--- src/rtl/virq_inject.sv ---
// Virtual interrupt injector: queues hypervisor-raised IRQs and
// delivers them to the guest as Z80 mode-2 acknowledges.
module virq_inject #(
    parameter logic [7:0] BASE_PORT = 8'hC0
) (
    input  logic       clk,
    input  logic       reset_n,
    input  logic       m1_n,
    input  logic       iorq_n,
    input  logic       rd_n,
    input  logic       wr_n,
    input  logic [7:0] addr,
    input  logic [7:0] data_in,
    input  logic       trap_state,
    input  logic       virtual_enabled,
    input  logic       irq_sys_n,
    output logic       int_n,
    output logic [7:0] data_out,
    output logic       data_oe,
    output logic       virq_active
);

    typedef enum logic [1:0] {
        IDLE,
        ARM,
        ACK,
        DONE
    } state_t;

    state_t     state;
    state_t     state_nxt;
    logic [7:0] pending;
    logic [7:0] pending_nxt;
    logic [7:0] enable;
    logic [7:0] base_vec;
    logic [2:0] win_idx;
    logic [2:0] top_idx;
    logic       owned;
    logic       owned_nxt;
    logic       prev_io;
    logic       retire;
    logic       hit;
    logic       wr_go;
    logic       rd_go;
    logic       ack_go;
    logic [7:0] req;
    logic [7:0] rd_val;
    logic       int_req;

    assign hit    = (addr[7:2] == BASE_PORT[7:2]);
    assign wr_go  = trap_state & hit & ~iorq_n & ~wr_n & m1_n & ~prev_io;
    assign rd_go  = trap_state & hit & ~iorq_n & ~rd_n & m1_n;
    assign ack_go = owned & ~m1_n & ~iorq_n;
    assign req    = pending & enable;

    // Fixed priority: the highest set request index wins.
    always_comb begin
        top_idx = 3'd0;
        for (int i = 0; i < 8; i++) begin
            if (req[i]) top_idx = 3'(i);
        end
    end

    always_comb begin
        rd_val = 8'h00;
        case (addr[1:0])
            2'd0: rd_val = pending;
            2'd1: rd_val = req;
            2'd2: rd_val = enable;
            2'd3: rd_val = base_vec;
        endcase
    end

    always_comb begin
        data_out = 8'h00;
        if (ack_go) data_out = base_vec | {4'b0, win_idx, 1'b0};
        else if (rd_go) data_out = rd_val;
    end

    assign data_oe     = ack_go | rd_go;
    assign virq_active = (state == ACK);

    assign int_req = (|req) & ~trap_state & virtual_enabled
                   & irq_sys_n & (state == IDLE);

    always_comb begin
        state_nxt = state;
        owned_nxt = owned;
        retire    = 1'b0;
        case (state)
            IDLE: begin
                if (~m1_n & iorq_n & ~int_n) begin
                    state_nxt = ARM;
                    owned_nxt = 1'b1;
                end
            end
            ARM: begin
                if (~m1_n & ~iorq_n) begin
                    state_nxt = ACK;
                end else if (m1_n) begin
                    state_nxt = IDLE;
                    owned_nxt = 1'b0;
                end
            end
            ACK: begin
                if (iorq_n) begin
                    state_nxt = DONE;
                    retire    = 1'b1;
                end
            end
            DONE: begin
                state_nxt = IDLE;
                owned_nxt = 1'b0;
            end
            default: begin
                state_nxt = IDLE;
                owned_nxt = 1'b0;
            end
        endcase
    end

    // Register writes land first; a retire on the same clk then clears its bit.
    always_comb begin
        pending_nxt = pending;
        if (wr_go && addr[1:0] == 2'd0) pending_nxt = pending | data_in;
        if (wr_go && addr[1:0] == 2'd1) pending_nxt = pending & ~data_in;
        if (retire) pending_nxt[win_idx] = 1'b0;
    end

    always_ff @(posedge clk or negedge reset_n) begin
        if (!reset_n) begin
            state    <= IDLE;
            pending  <= 8'h00;
            enable   <= 8'h00;
            base_vec <= 8'h00;
            win_idx  <= 3'd0;
            owned    <= 1'b0;
            prev_io  <= 1'b0;
            int_n    <= 1'b1;
        end else begin
            state   <= state_nxt;
            owned   <= owned_nxt;
            pending <= pending_nxt;
            prev_io <= ~iorq_n;
            int_n   <= ~int_req;
            if (wr_go && addr[1:0] == 2'd2) enable <= data_in;
            if (wr_go && addr[1:0] == 2'd3) base_vec <= {data_in[7:1], 1'b0};
            if (m1_n && state == IDLE) win_idx <= top_idx;
        end
    end

endmodule

--- config.mk ---
export PLATFORM = sky130hd
export DESIGN_NAME = virq_inject
export DESIGN_NICKNAME = d
export VERILOG_FILES = /design/src/rtl/virq_inject.sv
export SDC_FILE = /design/constraint.sdc
export NUM_CORES = 1
export LEC_CHECK = 0
export CAP_MARGIN = 5
export CORE_MARGIN = 1.5
export CORE_UTILIZATION = 35
export CTS_CLUSTER_DIAMETER = 30
export DETAILED_ROUTE_END_ITERATION = 10
export PLACE_DENSITY_LB_ADDON = 0.2
export RECOVER_POWER = 100
export SLEW_MARGIN = 30
export SYNTH_ARGS = -nofsm -noshare
export SYNTH_HDL_FRONTEND = slang
export SYNTH_SLANG_ARGS = --single-unit
--- constraint.sdc ---
create_clock -name clk -period 3.48 [get_ports clk]
set_input_delay 0.522 -clock clk [delete_from_list [all_inputs] [get_ports clk]]
set_output_delay 0.522 -clock clk [all_outputs]
set_load 0.02 [all_outputs]
# Yosys cells after proc, flatten, opt, wreduce, memory -nomap -nowiden
# Index checks and enable logic that the tools add are counted.
[totals]
regBits = 31
latchBits = 0
ram_bits = 0
rom_bits = 0
inputBits = 25
output_inout_bits = 11
wordCells = 92
mem_count = 0
[op_classes]
n_addsub = 0
n_mul = 0
div = 0
magnitude_cmp = 2
eq_ne = 12
shift = 0
muxes = 26
n_bitwise = 32
reduce_logical = 12
[op_table]
columns = ["op", "count"]
rows = [
  ["$mux 8", 5],
  ["$pmux 8 s4", 1],
  ["$and 8x8->8", 3],
  ["$mux 3", 6],
  ["$and 1x1->1", 16],
  ["$not 8->8", 2],
  ["$eq 2x2->1 const B", 4],
  ["$mux 2", 4],
  ["$not 1->1", 8],
  ["$or 8x4->8", 1],
  ["$or 8x8->8", 1],
  ["$pmux 2 s4", 1],
  ["$reduce_or 8->1", 1],
  ["$mux 1", 7],
  ["$eq 6x6->1 const B", 1],
  ["$logic_and 1x1->1", 6],
  ["$ne 2x2->1 const B", 3],
  ["$eq 2x1->1 const B", 2],
  ["$logic_not 2->1", 2],
  ["$lt 3x4->1 const B", 1],
  ["$reduce_and 4->1", 1],
  ["$demux 1 s3", 1],
  ["$ge 3x1->1 const B", 1],
  ["$ne 3x3->1 const B", 1],
  ["5 further kinds", 5],
]

# Longest topological paths before layout
[logic_depth]
word_depth = 11
depth_mapped = 6
mapped_depth_nobuf = 4

# Worst setup path before layout
# OpenSTA, ideal clock, no wires.
[synth_timing]
kind = "input-to-output"
start = "input addr[3]"
end = "output data_out[1]"
arrival_ns = 1.750
t_required_ns = 2.958
path_slack_ns = 1.208
cell_stages = 3
path_buffers = 0
path_cell_list = "or3_1 > or3_1 > o21ai_0"
[synth_between]
elab_chain_len = 7
[synth_lines]
columns = ["element", "line_no", "text"]
rows = [
  ["start: declaration", "12", "input logic [7:0] addr,"],
  ["$eq 6x6->1", "50", "assign hit = (addr[7:2] == BASE_PORT[7:2]);"],
  ["$and 1x1->1 (4 in a row)", "52", "assign rd_go = trap_state & hit & ~iorq_n & ~rd_n & m1_n;"],
  ["$mux 8", "77", "else if (rd_go) data_out = rd_val;"],
  ["$mux 8", "76", "if (ack_go) data_out = base_vec | {4'b0, win_idx, 1'b0};"],
  ["end: declaration", "18", "output logic [7:0] data_out,"],
]
# No other way between the ends.

# Worst setup path in the final report
[layout_timing]
start = "input m1_n"
end = "output data_out[3]"
[layout_between]
elab_chain_len = 4
elab_cells_between_ends = 6
classes_between = "mux (2); bitwise (4)"
[layout_lines]
columns = ["element", "line_no", "text"]
rows = [
  ["start: declaration", "8", "input logic m1_n,"],
  ["$not 1->1", "53", "assign ack_go = owned & ~m1_n & ~iorq_n;"],
  ["$and 1x1->1 (2 in a row)", "53", ""],
  ["$mux 8 *", "76", ""],
]
# Mark *: on every way between the ends. The rest lies on a longest branch, timed or not.

==> metrics <==
CP max-delay cell=dlygate4sd3_1; critical path arrival=2800 ps; ys async rst share=100%; initial antenna violation count=0; final hold violations=0; register area share after synthesis=45.0%; slew at the pin closest to its max-slew limit=1710 ps; #FFs+latches synth=31; sequential cell area=777 sq um; worst-path fanout max=5; global route overflow=0; Mapped Area=0.00173 sq mm; global-route wire length before repair=7.47 mm; routed len/inst=16.0 um; skew final=8.36 ps; failing checks=max-capacitance violations, max-slew violations; R2R Setup Slk=1560 ps; EDFF count, synth=0; CP delay by family, top=buffers and inverters; iteration count of the initial detailed-routing pass=4; Clock Sinks=31; PD cells=341 mW/mm^2; Root Buffer=clkbuf_8; Filler Cell Count=441; r2r endpoint=enable[0]$_DFFE_PN0P_; setup-violating endpoint count in the final report=0; Synth Instances=167; final slew viol count=32; footprint of the multi-input gates=860 sq um; core region area=0.00472 sq mm; crit path cell chain=dlygate4sd3_1 -> and4b_1 -> nand2_1 -> or3_1 -> o21ai_0 -> dlygate4sd3_1; CP Capture Type=output pin; final core utilization=47.0%; min Tclk post-route=3320 ps; detailed-route wire length=4.43 mm; worst-case clock buffer depth=2; Finished Layout Cells=276; CP Launch Point=m1_n; Crit path largest cell delay=700 ps; run status=complete, but fails checks; postcts setup bufs=0; Mapped Avg Cell Area=10.3 sq um; Total GRT Usage=18.6%; max-cap violations=1; Critical path buffers and inverters=2; DRC=0; num rows=25; Post-CTS Hold Fix Bufs=0; Initial Utilization=36.6%; post-DP HPWL=3.33 mm; synth unique cells=40; Synth Warn #=0; Die ar.=0.00536 sq mm; Worst-path clk slew=60 ps; end point of the critical path=data_out[3]; Startpoint Class=input port; CTS tree=done; area added between synthesis and finish=28.6%; FF-to-FF path depth=4; worst hold path class=flip-flop to flip-flop; Ant. Diodes=0; Num CTS Buffers=5; layout cell share with drive strength beyond 1=14.8%; DR vias/cell=5.35; largest net degree at the start of global routing=32; dominant synthesized flop cell=dfrtp_1; commonest non-fill, non-tap cell in the layout=dfrtp_1; Static Leakage=0.934 nW; critical path class=input port to output pin; cell count along the critical path=6; period utilization=95.5%; vias in the first global route=1487; setup TNS=0 ps; Die Width=73.2 um; Max VDD drop=0.183 mV; Synthesized Nets=192; number of port buffers=35; relative slew slack=-14.3%; post_cts resized=0; commonest non-fill, non-tap cells in the layout=30 x dfrtp_1, 27 x clkdlybuf4s50_1, 15 x nor2_1, 15 x mux2_2, 11 x o21ai_0; Die Height=73.2 um; placed cell count=268; H-tree depth=2; Top Ports=36; reg2reg start=prev_io$_DFF_PN0_; Final #Nets=233; later-pin clock latency in the skew report=280 ps; gpl congestion=0.882; WP data required=2960 ps; DRT antenna net count=0; initial drt markers=114; upper clock frequency limit=301 MHz; most frequent cell on the critical path=dlygate4sd3_1; via count=1477; RSZ-0062 raised after global routing=no
==> stage by stage <==
stage	hold slack [ps]	total power, W	area [sq um]	setup slack, ps
floorplan	226	0.000402	1730	1210
global placement	499	0.000454	2150	244
detailed placement	516	0.000455	2150	228
CTS	521	0.000771	2250	195
global route	563	0.000791	2220	33.0
finish	525	0.000756	2220	157
==> cell usage after synthesis, types with 2 or more instances <==
library cell	instances	area [sq um]
mux2i_1	6	60.1
a211oi_1	8	60.1
clkbuf_1	2	7.51
nand3_1	5	25.0
nor2b_1	2	12.5
a31oi_1	9	56.3
or3_1	2	12.5
nand2_1	10	37.5
nand2b_1	3	18.8
a31o_2	2	17.5
nor3_1	5	25.0
o211ai_1	7	52.6
o21ai_0	11	55.1
nand3_4	2	35.0
a22o_1	4	35.0
o21a_1	3	22.5
inv_1	3	11.3
dfrtp_1	30	751
nor2_1	15	56.3
a21oi_1	4	20.0
mux2_2	15	169
==> kinds of logic after synthesis <==
family | count (synthesis) | share of synthesized area [%]
simple gates | 51 | 16.2
buf+inv | 10 | 3.55
mux | 22 | 14.1
flops | 31 | 45.0
compound gates | 53 | 21.1
==> flip-flops by register name, indices dropped and copies added (netlist names), named ones only <==
signal	flops
owned	1
prev_io	1
base_vec	7
enable	8
pending	8
win_idx	3
state	1
int_n	1
==> layout make-up <==
type                       count  share of cell area [%]
clock buffer                   8                    4.51
inverter                       4                   0.676
multi-input combinational    126                    38.7
sequential                    31                    35.0
tap                           67                    3.78
timing repair buffer          40                    17.3
==> worst min path at each step <==
| stage | cells past startpoint | slack [ps] | start | end |
|---|---|---|---|---|
| 2_1_floorplan | 0 | 230 | reset_n | async pin |
| 6_report | 1 | 520 | flip-flop | owned$_DFFE_PN0P_ |
| 3_5_place_dp | 1 | 520 | flip-flop | owned$_DFFE_PN0P_ |
| 5_1_grt | 1 | 560 | base_vec[3]$_DFFE_PN0P_ | base_vec[3]$_DFFE_PN0P_ |
| 3_3_place_gp | 1 | 500 | flip-flop | owned$_DFFE_PN0P_ |
| 4_1_cts | 1 | 520 | flip-flop | owned$_DFFE_PN0P_ |
==> metal layers <==
metal	GRT usage, %	wire length (um)	vias to the layer above
met2	28.9	2190	40
met3	4.97	182	6
met1	24.7	2000	713
met4	6.92	57	0
met5	0	0	-
li1	-	-	718
==> power breakdown <==
group | switching [W] | total [W] | internal [W]
sequential | 0.00000534 | 0.000370 | 0.000365
clock | 0.000131 | 0.000312 | 0.000180
combinational | 0.0000375 | 0.0000748 | 0.0000374
total | 0.000174 | 0.000756 | 0.000582
==> worst reg2reg max path: cells and delay by family, from the launching register on <==
kind	cells	cell delay [ps]
multiplexers	1	440
AND/OR/NAND/NOR	3	1000
flip-flops	1	360
No activity file was read; power rests on OpenSTA's default activity.
